**src/rtl/text_ram_arbiter.sv**
```systemverilog
// Text RAM arbiter: display character fetches pre-empt queued host writes to one synchronous RAM port.
// Latency: fetch strobe -> char_valid 4 edges later; a queued write reaches the RAM port 1 edge after it is popped.
// Backpressure: host_ready drops while the write FIFO is full or in reset; fetches are never stalled.
//
// Ports:
//   clk, reset                  system clock, asynchronous active-low reset
//   clk_load_char, xtext, ytext display fetch strobe and text cell coordinates
//   host_valid/ready/addr/data  host write request (valid/ready handshake into the FIFO)
//   ram_addr/wdata/we, ram_rdata registered RAM port, read data one cycle after the address
//   char_data, char_valid       fetched character word and its one-cycle strobe
//   addr_error                  one-cycle pulse when a popped host write is out of range
module text_ram_arbiter #(
  parameter int TEXT_COLS  = 100,
  parameter int TEXT_ROWS  = 60,
  parameter int ADDR_WIDTH = 13,
  parameter int DATA_WIDTH = 16,
  parameter int FIFO_DEPTH = 4
) (
  input  logic                  clk,
  input  logic                  reset,
  input  logic                  clk_load_char,
  input  logic [6:0]            xtext,
  input  logic [5:0]            ytext,
  input  logic                  host_valid,
  output logic                  host_ready,
  input  logic [ADDR_WIDTH-1:0] host_addr,
  input  logic [DATA_WIDTH-1:0] host_data,
  output logic [ADDR_WIDTH-1:0] ram_addr,
  output logic [DATA_WIDTH-1:0] ram_wdata,
  output logic                  ram_we,
  input  logic [DATA_WIDTH-1:0] ram_rdata,
  output logic [DATA_WIDTH-1:0] char_data,
  output logic                  char_valid,
  output logic                  addr_error
);

  localparam int          PTR_W      = $clog2(FIFO_DEPTH);
  localparam int          CNT_W      = PTR_W + 1;
  localparam logic [31:0] TEXT_CELLS = 32'(TEXT_COLS * TEXT_ROWS);

  typedef struct packed {
    logic [ADDR_WIDTH-1:0] addr;
    logic [DATA_WIDTH-1:0] dat;
  } wr_entry_t;

  typedef enum logic [1:0] {
    IDLE,
    FETCH_ADDR,
    FETCH_WAIT,
    FETCH_CAPTURE
  } state_t;

  state_t                state_q, state_d;
  wr_entry_t             fifo_mem_q [FIFO_DEPTH];
  wr_entry_t             fifo_mem_d [FIFO_DEPTH];
  logic [PTR_W-1:0]      wr_ptr_q, wr_ptr_d;
  logic [PTR_W-1:0]      rd_ptr_q, rd_ptr_d;
  logic [CNT_W-1:0]      count_q, count_d;
  logic                  rdy_en_q, rdy_en_d;
  logic [ADDR_WIDTH-1:0] ram_addr_q, ram_addr_d;
  logic [DATA_WIDTH-1:0] ram_wdata_q, ram_wdata_d;
  logic                  ram_we_q, ram_we_d;
  logic [DATA_WIDTH-1:0] char_data_q, char_data_d;
  logic                  char_valid_q, char_valid_d;
  logic                  addr_error_q, addr_error_d;

  logic                  fifo_push;
  logic                  fifo_pop;
  wr_entry_t             head;
  logic                  head_oob;
  logic [ADDR_WIDTH-1:0] fetch_addr;

  // rdy_en_q keeps host_ready low through reset and lets it rise on the first edge after release.
  assign host_ready = rdy_en_q && (count_q < CNT_W'(FIFO_DEPTH));
  assign fifo_push  = host_valid && host_ready;
  assign head       = fifo_mem_q[rd_ptr_q];
  assign head_oob   = (32'(head.addr) >= TEXT_CELLS);
  assign fetch_addr = ADDR_WIDTH'(ytext) * ADDR_WIDTH'(TEXT_COLS) + ADDR_WIDTH'(xtext);

  // Arbitration FSM. A strobe in IDLE always wins; writes only drain in IDLE cycles without a strobe.
  always_comb begin
    state_d      = state_q;
    ram_addr_d   = ram_addr_q;
    ram_wdata_d  = ram_wdata_q;
    ram_we_d     = 1'b0;
    char_data_d  = char_data_q;
    char_valid_d = 1'b0;
    addr_error_d = 1'b0;
    fifo_pop     = 1'b0;
    case (state_q)
      IDLE: begin
        if (clk_load_char) begin
          state_d    = FETCH_ADDR;
          ram_addr_d = fetch_addr;
        end else if (count_q != '0) begin
          fifo_pop = 1'b1;
          if (head_oob) begin
            addr_error_d = 1'b1;
          end else begin
            ram_we_d    = 1'b1;
            ram_addr_d  = head.addr;
            ram_wdata_d = head.dat;
          end
        end
      end
      // ram_addr is held through the fetch so the RAM keeps returning the same word.
      FETCH_ADDR: state_d = FETCH_WAIT;
      FETCH_WAIT: state_d = FETCH_CAPTURE;
      FETCH_CAPTURE: begin
        char_data_d  = ram_rdata;
        char_valid_d = 1'b1;
        state_d      = IDLE;
      end
      default: state_d = IDLE;
    endcase
  end

  // Write FIFO: power-of-two depth so pointers wrap naturally; the count decides full/empty.
  always_comb begin
    fifo_mem_d = fifo_mem_q;
    wr_ptr_d   = wr_ptr_q;
    rd_ptr_d   = rd_ptr_q;
    count_d    = count_q;
    rdy_en_d   = 1'b1;
    if (fifo_push) begin
      fifo_mem_d[wr_ptr_q] = '{addr: host_addr, dat: host_data};
      wr_ptr_d             = wr_ptr_q + PTR_W'(1);
    end
    if (fifo_pop) begin
      rd_ptr_d = rd_ptr_q + PTR_W'(1);
    end
    case ({fifo_push, fifo_pop})
      2'b10:   count_d = count_q + CNT_W'(1);
      2'b01:   count_d = count_q - CNT_W'(1);
      default: count_d = count_q;
    endcase
  end

  always_ff @(posedge clk or negedge reset) begin
    if (!reset) begin
      state_q      <= IDLE;
      fifo_mem_q   <= '{default: '0};
      wr_ptr_q     <= '0;
      rd_ptr_q     <= '0;
      count_q      <= '0;
      rdy_en_q     <= 1'b0;
      ram_addr_q   <= '0;
      ram_wdata_q  <= '0;
      ram_we_q     <= 1'b0;
      char_data_q  <= '0;
      char_valid_q <= 1'b0;
      addr_error_q <= 1'b0;
    end else begin
      state_q      <= state_d;
      fifo_mem_q   <= fifo_mem_d;
      wr_ptr_q     <= wr_ptr_d;
      rd_ptr_q     <= rd_ptr_d;
      count_q      <= count_d;
      rdy_en_q     <= rdy_en_d;
      ram_addr_q   <= ram_addr_d;
      ram_wdata_q  <= ram_wdata_d;
      ram_we_q     <= ram_we_d;
      char_data_q  <= char_data_d;
      char_valid_q <= char_valid_d;
      addr_error_q <= addr_error_d;
    end
  end

  assign ram_addr   = ram_addr_q;
  assign ram_wdata  = ram_wdata_q;
  assign ram_we     = ram_we_q;
  assign char_data  = char_data_q;
  assign char_valid = char_valid_q;
  assign addr_error = addr_error_q;

endmodule

```
**config.mk**
```make
export PLATFORM = sky130hd
export DESIGN_NAME = text_ram_arbiter
export DESIGN_NICKNAME = d
export VERILOG_FILES = /design/src/rtl/text_ram_arbiter.sv
export SDC_FILE = /design/constraint.sdc
export NUM_CORES = 1
export LEC_CHECK = 0
export CELL_PAD_IN_SITES_DETAIL_PLACEMENT = 0
export CELL_PAD_IN_SITES_GLOBAL_PLACEMENT = 1
export CORE_MARGIN = 4
export CORE_UTILIZATION = 47
export CTS_BUF_LIST = sky130_fd_sc_hd__clkbuf_2
export CTS_CLUSTER_SIZE = 24
export DETAILED_ROUTE_END_ITERATION = 6
export PLACE_DENSITY_LB_ADDON = 0.1
export SYNTH_ARGS = -nofsm -noshare
export SYNTH_HDL_FRONTEND = slang
export SYNTH_SLANG_ARGS = --single-unit
```
**constraint.sdc**
```tcl
create_clock -name clk -period 3.2 [get_ports clk]
set_input_delay 0.8 -clock clk [delete_from_list [all_inputs] [get_ports clk]]
set_output_delay 0.8 -clock clk [all_outputs]
set_load 0.005 [all_outputs]
```
==> impl_metrics.ini <==
[outcome]
status = finished, final reports clean

[clock_tree]
cts_sinks = 174
clk_pin_slew_ps = 250
cts_made_buffers = 17
h-tree-depth = 4
clockBufferDepth = 2
ctsRootBufferMaster = clkbuf_2
clk_latency_ps = 720
tritoncts = yes

[sta]
max_freq_mhz = 319
period_needed_ps = 3130
rsz0062_at_grt = false
setup_violations = 0
final.setup_skew_ps = 41.5
timing.hold.ws_ps = 112
relSlewSlack_pct = 32.0
tightestPinTransition_ps = 1020
hold_viol_final = 0
fin_tns_setup_ps = 0
slew_violations = 0
worst_slack_ps = 68.0
fin_crit_sh_pct = 97.9

[detailed_routing]
drtIter0Drc = 231
wire_per_inst_um = 18.9
drt-total-wl_mm = 17.8
final_antenna_net_count = 0
vias = 5063
drc_errors = 0
firstDrtPassIters = 4
avgViaCountPerCell = 5.37

[global_route]
grt_pass1_wl_mm = 29.8
antenna_found_initial = 1
grt_pass1_vias = 5606
grt_usage_pct = 19.1
grt_overflow = 0
grt_max_degree = 84

[power_and_ir_drop]
p_leak_nw = 4.50
irDropWorstVdd_mv = 0.408
power_density_nw_per_um2 = 866
design_power_total_w = 0.00880

[place]
gp_congestion = 0.800
dpl_worst_slack_ps = -735
port_buffers = 110
dp_hpwl_mm = 12.7

[layout]
nNetsFinal = 806
final_common_cell = dfrtp_1
n_fill_cell = 1415
regArea_um2 = 4360
multiInputGateArea_um2 = 3870
drive_gt1_share_pct = 36.4
area_growth_pct = 21.9
final_cell_mix = dfrtp_1 (173), mux2_2 (140), clkdlybuf4s50_1 (108)

[job]
maxCapViolCount = 0

[setup_path]
worstPathArrival_ps = 3790
crit_fanout = 4
r2r_cells = 5
start_kind = input port
critPathRequiredTime_ps = 3860
worstSetupEndpointType = register
worstSetupPathType = in2reg

[die]
die_h_um = 141
dieArea_um2 = 19900
io_pins = 111
num_rows = 48
die_x_um = 141
fp.coreArea_um2 = 17400
floorplan.initialDensity_pct = 48.0

[synth]
synthArstFlopShare_pct = 100
synth_nets = 666
synth-edff-count = 0
synth.avg_cell_area_um2 = 14.7
ys_warn_count = 0
syn_area_um2 = 8340
ys_seq_area_share_pct = 52.2
synthFlopType = dfrtp_1
synth_cell_types = 59
synth_seq_cells = 174
synthCells = 566

[min_path]
hold_class = in2async
==> critical path, stage by stage <==
cell,delay (ps)
clkdlybuf4s50_1,580
ha_4,240
ha_4,270
ha_4,200
ha_1,300
a211oi_4,290
nor2_1,100
or3_4,350
or4_1,410
a31oi_1,150
a21o_1,100
==> Yosys cell counts (all sizes together) (4+ instances only) <==
cell type / number / area share (%)
mux2i: 6 / 0.72
dfrtp: 174 / 52
ha: 35 / 5.3
mux2: 149 / 21
o31ai: 4 / 0.36
inv: 19 / 0.86
clkbuf: 14 / 0.68
nor2b: 4 / 0.30
a211oi: 7 / 0.63
mux4: 29 / 8.4
o21ai: 14 / 0.84
nand2: 19 / 0.86
buf: 14 / 1.4
a21o: 4 / 0.36
xor2: 6 / 0.63
xnor2: 8 / 0.84
nor2: 16 / 0.72
==> metal layers <==
| layer | global-route usage, % | part of all wire (%) | routed length [µm] |
|---|---|---|---|
| met5 | 0 | 0 | 0 |
| met4 | 4.90 | 0.87 | 155 |
| met1 | 24.1 | 42 | 7570 |
| met3 | 3.93 | 3.6 | 635 |
| met2 | 33.7 | 53 | 9470 |
==> where the power goes <==
group	leakage [nW]	internal, W	switching (W)
clock network	0.110	0.000190	0.000749
logic	2.26	0.00253	0.00148
registers	2.13	0.00326	0.000597
total	4.50	0.00598	0.00282
==> sequential cells by signal (all words and copies together) (netlist names), 2 cells and up <==
register    count
char_data      16
count_q         3
fifo_mem_q    116
ram_addr       13
ram_wdata      16
rd_ptr_q        2
state_q         2
wr_ptr_q        2
==> path summary, 6_finish.rpt <==
kind,start,endpoint,slack [ps]
hold / removal,reset,fifo_mem_q[114],110
hold reg to reg,ram_addr[1],ram_addr[1],510
min in group clk,ram_addr[1],ram_addr[1],510
max in group asynchronous,reset,rd_ptr_q[0],2300
setup / recovery,ytext[2],ram_addr[10],70
setup reg to reg,rd_ptr_q[0],ram_wdata[1],370
==> what timing repair did <==
item | in CTS | in global routing
setup endpoints to repair | 0 | 2
resized for setup | 0 | 2
hold buffers | 0 | 0
setup buffers | 0 | 0
==> area by class of cell <==
class	instances	share of cell area (%)
antenna	1	0.0246
timing repair buffer	149	14.0
tap	225	2.77
multi-input combinational	345	38.1
inverter	19	0.702
clock inverter	12	0.714
sequential	174	42.8
clock buffer	18	0.886
==> stage by stage <==
step	cells	cell area, µm²	utilization (%)
CTS	942	10200	58.5
detailed placement	912	9990	57.6
global route	943	10200	58.6
finish	943	10200	58.6
global placement	912	9990	57.6
floorplan	566	8460	-
==> logic make-up (layout without fill, tap and decap cells) <==
kind of cell | Yosys count | in the layout | synth area share (%)
other | 1 | 2 | 0.0450
flip-flops | 174 | 174 | 52.2
adder cells (fa/ha/maj) | 38 | 38 | 5.97
XOR/XNOR | 14 | 14 | 1.47
AND/OR/NAND/NOR | 60 | 60 | 3.60
AO/OA/AOI/OAI | 48 | 48 | 4.07
multiplexers | 184 | 184 | 29.7
buffers and inverters | 47 | 198 | 2.93
Power figures use the tool's default switching activity.
